==> src/rtl/fetch_unit.sv <==
// Instruction fetch stage: owns the PC, reads a 1-cycle-latency instruction SRAM
// and pushes {address, instruction} into the downstream FIFO without overfilling it.
module fetch_unit #(
  parameter int I_WIDTH  = 12,
  parameter int A_WIDTH  = 8,
  parameter int LG_DEPTH = 2
) (
  input  logic               clk,
  input  logic               rst_n_i,
  input  logic               start_i,
  input  logic [A_WIDTH-1:0] start_addr_i,
  input  logic               halt_i,
  input  logic               redirect_i,
  input  logic [A_WIDTH-1:0] redirect_addr_i,
  output logic               mem_rd_en_o,
  output logic [A_WIDTH-1:0] mem_addr_o,
  input  logic [I_WIDTH-1:0] mem_data_i,
  output logic               fifo_enque_o,
  output logic [A_WIDTH-1:0] fifo_addr_o,
  output logic [I_WIDTH-1:0] fifo_data_o,
  output logic               fifo_clear_o,
  input  logic               fifo_deque_i,
  output logic               busy_o,
  output logic               dbg_state_o
);

  localparam int CW = LG_DEPTH + 1;
  localparam logic [CW-1:0] CAP = CW'((1 << LG_DEPTH) - 1);

  typedef enum logic {
    IDLE = 1'b0,
    RUN  = 1'b1
  } state_t;

  state_t             state_r;
  logic [A_WIDTH-1:0] pc_r;
  logic               inflight_r;
  logic [A_WIDTH-1:0] inflight_addr_r;
  logic [CW-1:0]      cnt_r;

  logic [CW-1:0]      fifo_cnt;
  logic [CW-1:0]      cnt_after_deq;
  logic               deq_eff;
  logic               issue;

  // Handshake: fifo_enque_o is a valid-only push with no ready; the credit
  // counter (FIFO entries + in-flight read) guarantees space for every push,
  // and a dequeue strobe only returns credit when the FIFO actually holds data.
  always_comb begin
    fifo_cnt      = cnt_r - CW'(inflight_r);
    deq_eff       = fifo_deque_i & (fifo_cnt != '0);
    cnt_after_deq = cnt_r - CW'(deq_eff);
    issue         = (state_r == RUN) & ~halt_i & ~redirect_i & (cnt_after_deq < CAP);
  end

  assign mem_rd_en_o  = issue;
  assign mem_addr_o   = pc_r;
  assign fifo_enque_o = inflight_r & ~redirect_i;
  assign fifo_addr_o  = inflight_addr_r;
  assign fifo_data_o  = mem_data_i;
  assign fifo_clear_o = redirect_i;
  assign busy_o       = (state_r == RUN) | inflight_r;
  assign dbg_state_o  = state_r;

  always_ff @(posedge clk or negedge rst_n_i) begin
    if (!rst_n_i) begin
      state_r         <= IDLE;
      pc_r            <= '0;
      inflight_r      <= 1'b0;
      inflight_addr_r <= '0;
      cnt_r           <= '0;
    end else if (redirect_i) begin
      // Redirect squashes the returning read and empties the FIFO; state holds.
      pc_r       <= redirect_addr_i;
      cnt_r      <= '0;
      inflight_r <= 1'b0;
    end else begin
      case (state_r)
        IDLE: if (start_i) begin
          state_r <= RUN;
          pc_r    <= start_addr_i;
        end
        RUN: if (halt_i) state_r <= IDLE;
        default: state_r <= IDLE;
      endcase
      if (issue) begin
        pc_r            <= pc_r + 1'b1;
        inflight_addr_r <= pc_r;
      end
      inflight_r <= issue;
      cnt_r      <= cnt_after_deq + CW'(issue);
    end
  end

  a_cnt_bound : assert property (@(posedge clk) disable iff (!rst_n_i) cnt_r <= CAP);

endmodule

==> config.mk <==
export PLATFORM = sky130hd
export DESIGN_NAME = fetch_unit
export DESIGN_NICKNAME = d
export VERILOG_FILES = /design/src/rtl/fetch_unit.sv
export SDC_FILE = /design/constraint.sdc
export NUM_CORES = 1
export LEC_CHECK = 0
export CORE_MARGIN = 3
export CORE_UTILIZATION = 39
export DETAILED_ROUTE_END_ITERATION = 16
export PLACE_DENSITY = 0.92
export SYNTH_ARGS = -nofsm -noshare
export SYNTH_HDL_FRONTEND = slang
export SYNTH_SLANG_ARGS = --single-unit
==> constraint.sdc <==
create_clock -name clk -period 3.3 [get_ports clk]
set_input_delay 0.33 -clock clk [delete_from_list [all_inputs] [get_ports clk]]
set_output_delay 0.33 -clock clk [all_outputs]
set_load 0.02 [all_outputs]
Yosys cells after proc, flatten, opt, wreduce, memory -nomap -nowiden
Index checks and enable logic that the tools add are counted.
- bits in registers: 21
- output and inout bits: 33
- add/subtract/negate cells: 4
- $lt $le $gt $ge: 1
- eq/ne operators: 1
- multiplexer cells: 9
- bitwise gates (word level): 9
- reductions and logical operators: 4
- operators with widths (cell ; number):
    $mux 8 ; 4
    $add 8x1->8 const B ; 1
    $reduce_bool 3->1 ; 2
    $sub 3x1->3 ; 2
    $and 1x1->1 ; 5
    $reduce_and 2->1 ; 2
    $add 3x1->3 ; 1
    $lt 3x2->1 const B ; 1
    $mux 1 ; 3
    $mux 3 ; 1
    $ne 3x2->1 const B ; 1
    $not 1->1 ; 3
    $pmux 1 s2 ; 1
    $or 1x1->1 ; 1

Logic depth before layout (Yosys ltp)
- word-level depth: 8
- gate-level depth with buffers: 15
- depth with buffers taken out: 13

Least setup slack after synthesis
OpenSTA, ideal clock, no wires.
- kind: register to register
- from: reg inflight_r
- to: reg cnt_r[1]
- arrival time: 2.644 ns
- required time: 3.168 ns
- path slack: 0.524 ns
- stages on the path, launching flop included: 14
- buffers on the path: 2
- cell sequence: dfrtp_1 ha_1 xnor2_1 a31oi_1 ha_1 ha_1 xor2_1 or3_1 buf_2 nor2_2 buf_4 ha_1 ha_1 nor2b_1
- longest elaborated chain between the ends: 8
- RTL lines (item ; line ; source):
    start: declaration ; 37 ; logic inflight_r;
    start signal: assignment ; 90 ; inflight_r <= issue;
    $sub 3x1->3 ; 50 ; fifo_cnt = cnt_r - CW'(inflight_r);
    $reduce_bool 3->1 ; 51 ; deq_eff = fifo_deque_i & (fifo_cnt != '0);
    $and 1x1->1 ; 51 ;
    $sub 3x1->3 ; 52 ; cnt_after_deq = cnt_r - CW'(deq_eff);
    $lt 3x2->1 ; 53 ; issue = (state_r == RUN) & ~halt_i & ~redirect_i & (cnt_after_deq < CAP);
    $and 1x1->1 ; 53 ;
    via mem_rd_en_o ; 15 ; output logic mem_rd_en_o,
    $add 3x1->3 ; 91 ; cnt_r <= cnt_after_deq + CW'(issue);
    $mux 3 ; 72 ; end else if (redirect_i) begin
    end signal: assignment ; 91 ;
    end: declaration ; 39 ; logic [CW-1:0] cnt_r;
The timed path passes the listed nets, and every way through them passes these cells.
A chain may end at the register's enable or synchronous reset.

Worst setup path in the final report
- from: reg inflight_r
- to: out mem_rd_en_o
- longest elaborated chain between the ends: 6
- RTL lines (item ; line):
    $sub 3x1->3 ; 50
    $reduce_bool 3->1 ; 51
    $and 1x1->1 ; 51
    $sub 3x1->3 ; 52
    $lt 3x2->1 ; 53
    $and 1x1->1 ; 53
    end: declaration ; 15
Every way passes these cells.

==> impl_metrics.yaml <==
clocking:
  clockRootBuffer: "clkbuf_4"
  path_clk_slew_ns: 0.12
  htreeDepth: 1
  clk_latency_ns: 0.31
  numClockSinks: 21
  numCtsBuffers: 3
  clockBufferDepth: 2
  cts_tree: "built"
finish:
  final_cell_mix: "clkdlybuf4s50_1 (41), dfrtp_1 (21), inv_1 (12)"
  drive_gt1_frac: 0.0938
  n_antenna_cell: 0
  nets: 201
  final_common_cell: "clkdlybuf4s50_1"
  area_growth_pct: 32.4
  fin_area_um2: 1660
synthesis:
  syn_avg_cell_area_um2: 9.80
  netlist_instances: 128
  ys_types: 31
  synthesis.area_um2: 1250
  synth-seq-cells: 21
  synthesis.nets: 168
  seq_area_frac_synth: 0.419
  yosysWarnings: 0
detailed_routing:
  routed_via_density: 5.23
  ant_nets: 0
  vias: 1057
  drt_pre_antenna_iters: 4
  wire_per_inst_um: 14.7
  drtIter0Drc: 21
  drc_errors: 0
  wirelength_um: 2970
power_and_ir_drop:
  leakage_nw: 0.731
  ir_worst_vdd_mv: 0.343
  p_per_area_nw_per_um2: 733
floorplanning:
  rows: 19
  start_util: 0.433
  core_um2: 2900
  die_height_um: 62.7
  fp.dieW_um: 62.7
  die_area_um2: 3930
  ios: 67
sta:
  rsz0062_at_grt: "no"
  period_share: 0.932
  finalHoldViolCount: 0
  setup_tns_ns: 0
  slew_headroom: 0.359
  fmax_mhz: 325
  slew_violations: 0
  worst_pin_slew_ns: 0.958
  layout_min_cycle_time_ns: 3.07
  finalSetupViolCount: 0
  skew_ns: 0.00905
worst_setup_path:
  crit_path_max_incr_delay_ns: 0.49
  path_common_cell: "ha_1"
  crit_path_start_kind: "flip-flop"
  crit_slowest_cell: "or3_1"
  critPathKind: "flip-flop to primary output"
  crit_arrival_ns: 2.74
  crit_path_end_kind: "primary output"
  path_cells: "ha_1 > xnor2_1 > a31oi_1 > ha_1 > ha_1 > xor2_1 > or3_1 > nor2_2 > dlygate4sd2_1"
  cp_max_fo: 8
  critPathRequiredTime_ns: 2.97
grt:
  grt_max_degree: 22
  grt_overflow: 0
  grt_pass1_vias: 1087
  grt_pass1_wl_um: 4930
  antenna_found_initial: 0
  track_usage: 0.153
run:
  cap_violations: 0
hold_path:
  hp-class: "flip-flop to flip-flop"
placed_design:
  place_congestion: 0.843
  io_buffers: 42
  placed_cell_area_um2: 1640
  hpwl_um: 2290
outcome:
  status: "finished, final reports clean"
## cell type report
class | instances | area (µm²)
fillers | 275 | 1240
multi-input cells | 77 | 563
flip-flops and latches | 21 | 526
repair buffers | 46 | 449
well taps | 42 | 52.6
inverters | 12 | 45.0
clock buffers | 4 | 26.3
## worst max-delay path: cells and delay by family (launching register included)
kind,cells,cell delay [ns]
AO/OA/AOI/OAI,1,0.11
buffers and inverters,1,0.35
XOR/XNOR,2,0.33
AND/OR/NAND/NOR,2,0.62
flip-flops,1,0.42
adder cells (fa/ha/maj),3,0.60
## cell usage after synthesis (all sizes together)
| master | count | area share |
|---|---|---|
| mux2 | 8 | 0.072 |
| buf | 15 | 0.088 |
| o22ai | 1 | 0.0050 |
| nor3 | 3 | 0.012 |
| or3 | 2 | 0.010 |
| o31ai | 4 | 0.024 |
| ha | 6 | 0.060 |
| nand2b | 3 | 0.015 |
| mux2i | 1 | 0.0080 |
| and3 | 2 | 0.010 |
| a21oi | 7 | 0.028 |
| a32oi | 2 | 0.014 |
| clkbuf | 3 | 0.0090 |
| nor2 | 4 | 0.014 |
| xnor2 | 3 | 0.021 |
| a31oi | 3 | 0.015 |
| nand3 | 6 | 0.024 |
| nand2 | 5 | 0.015 |
| or2 | 1 | 0.0050 |
| a22oi | 3 | 0.018 |
| nor2b | 5 | 0.025 |
| inv | 12 | 0.036 |
| xor2 | 4 | 0.028 |
| o311ai | 1 | 0.0070 |
| dfrtp | 21 | 0.42 |
| a221o | 1 | 0.0080 |
| o211ai | 1 | 0.0060 |
| or4 | 1 | 0.0060 |
## power by group
part           internal, W  total, W  switching, W
Sequential        0.000350  0.000426     0.0000757
Combinational     0.000337  0.000669      0.000331
Clock            0.0000472  0.000124     0.0000766
Total             0.000735   0.00122      0.000484
## path summary, 6_finish.rpt
path	from	endpoint	slack, ns	depth (start not counted)
max	inflight_r$_DFF_PN0_	mem_rd_en_o	0.23	9
min	fifo_addr_o[7]$_DFFE_PN0P_	fifo_addr_o[7]$_DFFE_PN0P_	0.50	1
max reg2reg	inflight_r$_DFF_PN0_	cnt_r[1]$_DFF_PN0_	0.32	12
min reg2reg	fifo_addr_o[7]$_DFFE_PN0P_	fifo_addr_o[7]$_DFFE_PN0P_	0.50	1
max in group asynchronous	rst_n_i	fifo_addr_o[0]$_DFFE_PN0P_	2.17	1
min in group asynchronous	rst_n_i	dbg_state_o$_DFFE_PN0N_	0.54	1
## cell families after synthesis
kind of cell             Yosys count  share of synthesized area
AND/OR/NAND/NOR                   32                      0.136
AO/OA/AOI/OAI                     23                      0.125
XOR/XNOR                           7                     0.0489
buffers and inverters             30                      0.133
multiplexers                       9                     0.0798
adder cells (fa/ha/maj)            6                     0.0598
flip-flops                        21                      0.419
## metal layers
layer | up-vias | part of all wire | global-route usage
met5 | - | 0 | 0
met2 | 46 | 0.48 | 0.262
met4 | 0 | 0.0040 | 0.0275
li1 | 495 | - | -
met3 | 3 | 0.076 | 0.0540
met1 | 513 | 0.44 | 0.186
## sequential cells by signal, indices dropped and copies added, names as in the netlist
| name | cells |
|---|---|
| fifo_addr_o | 8 |
| mem_addr_o | 8 |
| cnt_r | 3 |
| dbg_state_o | 1 |
| inflight_r | 1 |
## stage by stage
step                       util  hold WS, ns  power, W  setup slack [ns]  std cells
after floorplan               -       0.0344  0.000839             0.524        128
after CTS                 0.573        0.501   0.00123             0.226        202
after detailed placement  0.564        0.474   0.00111             0.293        198
final                     0.573        0.497   0.00122             0.226        202
after global routing      0.573        0.534   0.00131            0.0648        202
after global placement    0.564        0.467   0.00107             0.368        198
## what timing repair did
item,4_1_cts,5_1_grt
hold buffers,0,0
endpoints found under the setup margin,1,0
resized for setup,1,0
setup buffers,0,0
(Power assumes the default switching activity.)
